`config.mk`:
```
export PLATFORM = sky130hd
export DESIGN_NAME = adsr_env_flat
export DESIGN_NICKNAME = d
export VERILOG_FILES = /design/src/rtl/adsr_env_if.sv /design/src/rtl/adsr_env.sv /design/src/flat_wrapper.sv
export SDC_FILE = /design/constraint.sdc
export NUM_CORES = 1
export LEC_CHECK = 0
export ABC_AREA = 1
export CORE_MARGIN = 2
export CORE_UTILIZATION = 50
export CTS_CLUSTER_SIZE = 20
export DETAILED_ROUTE_END_ITERATION = 10
export GPL_TIMING_DRIVEN = 0
export PLACE_DENSITY = 0.78
export SYNTH_ARGS = -nofsm -noshare
export SYNTH_HDL_FRONTEND = slang
export SYNTH_SLANG_ARGS = --single-unit
```
`constraint.sdc`:
```
create_clock -name clk -period 1.6 [get_ports clk]
set_clock_uncertainty 0.05 [all_clocks]
set_input_delay 0.48 -clock clk [delete_from_list [all_inputs] [get_ports clk]]
set_output_delay 0.48 -clock clk [all_outputs]
set_load 0.02 [all_outputs]
```
`src/rtl/adsr_env_if.sv`:
```
// Envelope port bundle: the note gate going in, amplitude and status coming out.
// There is no valid/ready handshake. gate is a level that the envelope
// samples on every clock. The outputs are continuously valid status.
interface adsr_env_if;
  logic       gate;
  logic [9:0] amp_out;
  logic [2:0] stage;
  logic       busy;
  logic       eoc;

  // Gate source / voice side
  modport master (output gate, input amp_out, stage, busy, eoc);
  // Envelope controller side
  modport slave  (input gate, output amp_out, stage, busy, eoc);
endinterface

```
`src/rtl/adsr_env.sv`:
```
// Tick-driven ADSR envelope: turns a raw gate into a 10-bit amplitude ramp.
// Gate edges change phase immediately. Amplitude steps happen only on
// prescaler ticks, and only when no gate edge occurs in the same cycle.
module adsr_env #(
  parameter int CLKSPEED     = 48_000_000,
  parameter int TICK_HZ      = 1000,
  parameter int ATTACK_STEP  = 8,
  parameter int DECAY_STEP   = 2,
  parameter int SUSTAIN      = 768,
  parameter int RELEASE_STEP = 4
) (
  input  logic         clk,
  input  logic         rst,
  adsr_env_if.slave    env
);

  localparam int DIV = CLKSPEED / TICK_HZ;
  localparam int CW  = $clog2(DIV);
  localparam logic [CW-1:0] CNT_MAX = CW'(DIV - 1);

  // 11-bit limits so that SUSTAIN+DECAY_STEP (up to 2046) cannot overflow
  localparam logic [10:0] ATT_LIM = 11'(1023 - ATTACK_STEP);
  localparam logic [10:0] DEC_LIM = 11'(SUSTAIN + DECAY_STEP);
  localparam logic [10:0] REL_LIM = 11'(RELEASE_STEP);
  localparam logic [9:0]  A_STEP  = 10'(ATTACK_STEP);
  localparam logic [9:0]  D_STEP  = 10'(DECAY_STEP);
  localparam logic [9:0]  R_STEP  = 10'(RELEASE_STEP);
  localparam logic [9:0]  SUS_LVL = 10'(SUSTAIN);

  typedef enum logic [2:0] {
    S_IDLE    = 3'd0,
    S_ATTACK  = 3'd1,
    S_DECAY   = 3'd2,
    S_SUSTAIN = 3'd3,
    S_RELEASE = 3'd4
  } state_t;

  state_t        state, state_n;
  logic [9:0]    amp, amp_n;
  logic          eoc_r, eoc_n;
  logic          gate_m, gate_s, gate_d;
  logic [CW-1:0] cnt;
  logic          tick, rise, fall;
  logic [10:0]   amp11;

  // Two-flop synchronizer plus a delay flop for edge detection
  always_ff @(posedge clk or posedge rst) begin
    if (rst) begin
      gate_m <= 1'b0;
      gate_s <= 1'b0;
      gate_d <= 1'b0;
    end else begin
      gate_m <= env.gate;
      gate_s <= gate_m;
      gate_d <= gate_s;
    end
  end

  assign rise = gate_s & ~gate_d;
  assign fall = ~gate_s & gate_d;

  // Free-running prescaler, 0..DIV-1
  always_ff @(posedge clk or posedge rst) begin
    if (rst) cnt <= '0;
    else     cnt <= (cnt == CNT_MAX) ? '0 : cnt + 1'b1;
  end

  assign tick  = (cnt == CNT_MAX);
  assign amp11 = {1'b0, amp};

  // Phase, amplitude and end-of-note registers
  always_ff @(posedge clk or posedge rst) begin
    if (rst) begin
      state <= S_IDLE;
      amp   <= '0;
      eoc_r <= 1'b0;
    end else begin
      state <= state_n;
      amp   <= amp_n;
      eoc_r <= eoc_n;
    end
  end

  // Next state: gate edges take priority and suppress that cycle's step
  always_comb begin
    state_n = state;
    amp_n   = amp;
    eoc_n   = 1'b0;
    if (rise) begin
      state_n = S_ATTACK;
    end else if (fall) begin
      if (state == S_ATTACK || state == S_DECAY || state == S_SUSTAIN)
        state_n = S_RELEASE;
    end else if (tick) begin
      case (state)
        S_ATTACK: begin
          if (amp11 >= ATT_LIM) begin
            amp_n   = 10'd1023;
            state_n = S_DECAY;
          end else begin
            amp_n = amp + A_STEP;
          end
        end
        S_DECAY: begin
          if (amp11 <= DEC_LIM) begin
            amp_n   = SUS_LVL;
            state_n = S_SUSTAIN;
          end else begin
            amp_n = amp - D_STEP;
          end
        end
        S_RELEASE: begin
          if (amp11 <= REL_LIM) begin
            amp_n   = '0;
            state_n = S_IDLE;
            eoc_n   = 1'b1;
          end else begin
            amp_n = amp - R_STEP;
          end
        end
        S_IDLE:    amp_n = '0;
        default:   amp_n = amp;
      endcase
    end
  end

  assign env.amp_out = amp;
  assign env.stage   = state;
  assign env.busy    = (state != S_IDLE);
  assign env.eoc     = eoc_r;

endmodule

```
`src/flat_wrapper.sv`:
```
// flat-port wrapper written by rule: the top's interface ports become plain ports
module adsr_env_flat 
#(
  parameter int CLKSPEED     = 48_000_000,
  parameter int TICK_HZ      = 1000,
  parameter int ATTACK_STEP  = 8,
  parameter int DECAY_STEP   = 2,
  parameter int SUSTAIN      = 768,
  parameter int RELEASE_STEP = 4
)
  (clk, rst, env_gate, env_amp_out, env_stage, env_busy, env_eoc);
  adsr_env_if env_i ();
  input  logic clk;
  input  logic rst;
  input wire logic [$bits(env_i.gate)-1:0] env_gate;
  output wire logic [$bits(env_i.amp_out)-1:0] env_amp_out;
  output wire logic [$bits(env_i.stage)-1:0] env_stage;
  output wire logic [$bits(env_i.busy)-1:0] env_busy;
  output wire logic [$bits(env_i.eoc)-1:0] env_eoc;
  assign env_i.gate = env_gate;
  assign env_amp_out = env_i.amp_out;
  assign env_stage = env_i.stage;
  assign env_busy = env_i.busy;
  assign env_eoc = env_i.eoc;
  adsr_env #(.CLKSPEED(CLKSPEED), .TICK_HZ(TICK_HZ), .ATTACK_STEP(ATTACK_STEP), .DECAY_STEP(DECAY_STEP), .SUSTAIN(SUSTAIN), .RELEASE_STEP(RELEASE_STEP)) u_core (.clk(clk), .rst(rst), .env(env_i));
endmodule
```
==> impl_results.md <==
* Status: complete, but fails checks
* Failing checks: negative setup slack
* Max VDD drop at 1.007 mV
* Clock buffer depth at 2
* Setup crit start: u_core.cnt[13]
* Vias in the first global route at 2575
* Clock sinks at 33
* Pwr Total at 3.052 mW
* # diodes at 0
* Core area at approximately 4400 sq um
* Hold Crit Depth at 0
* Crit share post-route at 1.154
* Register area share after synthesis at 0.3498
* Crit path kind: flop to flop
* Routed vias/inst at 6.234
* First-pass GRT wire length at roughly 12000 um
* Hold path start: u_core.gate_m
* Largest net degree at the start of global routing at 34
* Syn Inst Count at 336
* WL final at 9180 um
* Final Hold Viols at 0
* Full die area at approximately 5300 sq um
* FP Rows at 24
* Ports at 18
* Min-Delay Path Class: flop to flop
* Worst reg2reg setup slack at -0.25 ns
* Startpoint types: flop
* Initial core utilization at 0.5312
* CTS Buf Count at 5
* PnR worst setup slack at -0.2469 ns
* Syn avg cell area at 7.027 sq um
* Avg WL per Cell at 19.87 um
* Port Buffer Count at 17
* RSZ-0062 raised after global routing: true
* Placer Congestion at 0.9537
* FF-to-FF Start: u_core.cnt[13]
* Initial antenna violation count at 0
* Xor/xnor share of the synthesized area at 0.05935
* DR iter-0 viols at 411
* #FFs+latches synth at 33
* Post-Synth Simple-Gate Area at 0.3757
* # H-tree levels at 2
* CP cell instances: nand2_1, inv_1, nand2_1, nor2_1, nand2_4, a21oi_4, nand4_1, nand2_1, nand2_1
* Syn Nets at about 350
* Post-synthesis compound-gate area fraction at 0.06889
* Register-to-Register Path Depth at 9
* Total congestion overflow at 0
* CP Capture Type: flop
* WP data required at 1.75 ns
* Final layout net count at 421
* Final setup vio count at 16
* Gr usage total at 0.3010
* Post-Synth Adder-Cell Area at 0.04769
* Routed Antenna Nets at 0
* Layout cell share with drive strength beyond 1 at 0.4463
* Termination of the worst setup path: u_core.env.stage[1]
* Vias at 2880
* Final HPWL DP at 3938 um
* DRC viols at 0
* Slew Limit Fails at 0
* Ys Warns at 0
* R2r endpoint: u_core.env.stage[1]
* Most frequent cells in the layout: 60 x nand2_1, 44 x buf_4, 41 x inv_1, 29 x nor2_1, 23 x dfrtp_1
* CTS clk-pin slew, worst paths at 0.08 ns
* Total power per unit cell area at 848.8 nW/um^2
* Max-Slew Margin vs Limit at 0.5032
* Mapped Area at 2361 sq um
* WHS at between 0.3 and 0.4 ns
* Commonest non-fill, non-tap cell in the layout: nand2_1
* Post-synthesis mux area share at 0
* Max Freq at 0.5415 GHz
* First drt pass iteration count at 7
* Cell variety after synth at 32
* Largest family of logic cells by synthesized area: simple AND/OR/NAND/NOR gates
* CTS Root Cell: clkbuf_8
* Worst slew pin tran at 0.7437 ns
* Largest stage delay, worst path at 0.40 ns
* Setup_tns at -2.621 ns
* Leak at 1.784 nW
* Max Cap Viol at 0
* Critical path's slowest cell: dfrtp_1
* Die span in y at 72.72 um
* Syn-to-layout area delta at 52.31%
* Die width at 72.72 um
* CTS tree: built
* Clk_lat worst skew at 0.30 ns
* Critical Path Most Common Cell: nand2_1
* CP arrival at 1.99 ns
* Largest fanout on the critical path at 4
* Tmin final at 1.847 ns
==> metrics by stage <==
step,utilization,setup slack [ns],instances,cell area [sq um]
6_report,0.8091,-0.2469,462,3596
4_1_cts,0.7230,-0.2371,443,3213
3_3_place_gp,0.5957,-0.5563,405,2648
3_5_place_dp,0.5957,-0.5659,405,2648
2_1_floorplan,-,-0.02459,336,2412
5_1_grt,0.8091,-0.3157,462,3596
==> power breakdown <==
part | total (mW) | internal [mW] | switching, mW
Clock | 0.815 | 0.463 | 0.353
Sequential | 0.941 | 0.876 | 0.0653
Combinational | 1.30 | 0.450 | 0.846
Total | 3.05 | 1.79 | 1.26
==> registers in the layout, indices dropped and copies added (netlist names) <==
name,count
u_core.gate_m,1
u_core.env.eoc,1
u_core.gate_s,1
u_core.gate_d,1
u_core.env.amp_out,10
u_core.cnt,16
u_core.env.stage,3
==> cells by family after synthesis <==
family                   Yosys count
AND/OR/NAND/NOR                  190
buffers and inverters             59
flip-flops                        33
AO/OA/AOI/OAI                     29
XOR/XNOR                          16
adder cells (fa/ha/maj)            9
==> layout make-up <==
| cell class | count | area [sq um] |
|---|---|---|
| multi-input combinational | 244 | 1764 |
| fill | 249 | 848.3 |
| sequential | 33 | 838.3 |
| timing repair buffer | 66 | 536.8 |
| inverter | 55 | 230.2 |
| clock buffer | 6 | 72.57 |
| tap | 52 | 65.06 |
| buffer | 4 | 53.80 |
| clock inverter | 2 | 35.03 |
==> critical path: cells and delay by family, from the launching register on <==
kind                   cells  cell delay (ns)
and+or+nand+nor            7             1.00
DFF                        1             0.40
AOI/OAI and AO/OA          1             0.21
buffers and inverters      1             0.09
==> how the worst min path moves through the flow <==
stage                                to  slack (ns)
after detailed placement  u_core.gate_s        0.30
after global routing      u_core.gate_s        0.33
after CTS                 u_core.gate_s        0.31
after global placement    u_core.gate_s        0.29
after floorplan           u_core.gate_s        0.28
final                     u_core.gate_s        0.31
==> what timing repair did <==
action / 4_1_cts / 5_1_grt
gates cloned: 0 / 0
gates resized for setup: 97 / 83
hold buffers: 0 / 0
endpoints found under the hold margin: 0 / 0
endpoints found under the setup margin: 66 / 26
setup buffers: 30 / 21
pin swaps: 23 / 31
==> synthesized netlist by cell type <==
master | count | area, sq um
a21oi_1 | 7 | 35.03
a21oi_2 | 1 | 8.760
a221oi_1 | 1 | 8.760
buf_2 | 2 | 10.01
buf_6 | 1 | 11.26
clkbuf_2 | 1 | 5.000
dfrtp_1 | 33 | 825.8
ha_1 | 9 | 112.6
inv_1 | 50 | 187.7
inv_2 | 5 | 18.77
nand2_1 | 76 | 285.3
nand2_2 | 5 | 31.28
nand2_4 | 2 | 22.52
nand3_1 | 19 | 95.09
nand3_2 | 1 | 10.01
nand3b_1 | 2 | 15.01
nand4_1 | 10 | 62.56
nand4_2 | 1 | 12.51
nor2_1 | 48 | 180.2
nor2_2 | 9 | 56.30
nor2_4 | 1 | 11.26
nor3_1 | 10 | 50.05
nor3_2 | 2 | 20.02
nor3_4 | 1 | 16.27
nor4_1 | 2 | 12.51
o211ai_1 | 3 | 22.52
o21ai_0 | 13 | 65.06
o21ai_1 | 3 | 15.01
o31ai_1 | 1 | 7.510
or2_2 | 1 | 6.260
xnor2_1 | 3 | 26.28
xor2_1 | 13 | 113.9
==> routing by layer <==
layer,vias up,part of all wire,GRT usage,wire length [um]
li1,1211,-,-,-
met1,1344,0.37,0.3740,3368
met2,248,0.47,0.4889,4303
met3,77,0.10,0.05939,929
met4,0,0.063,0.1687,580
met5,-,0,0,0
(Power assumes the default switching activity.)
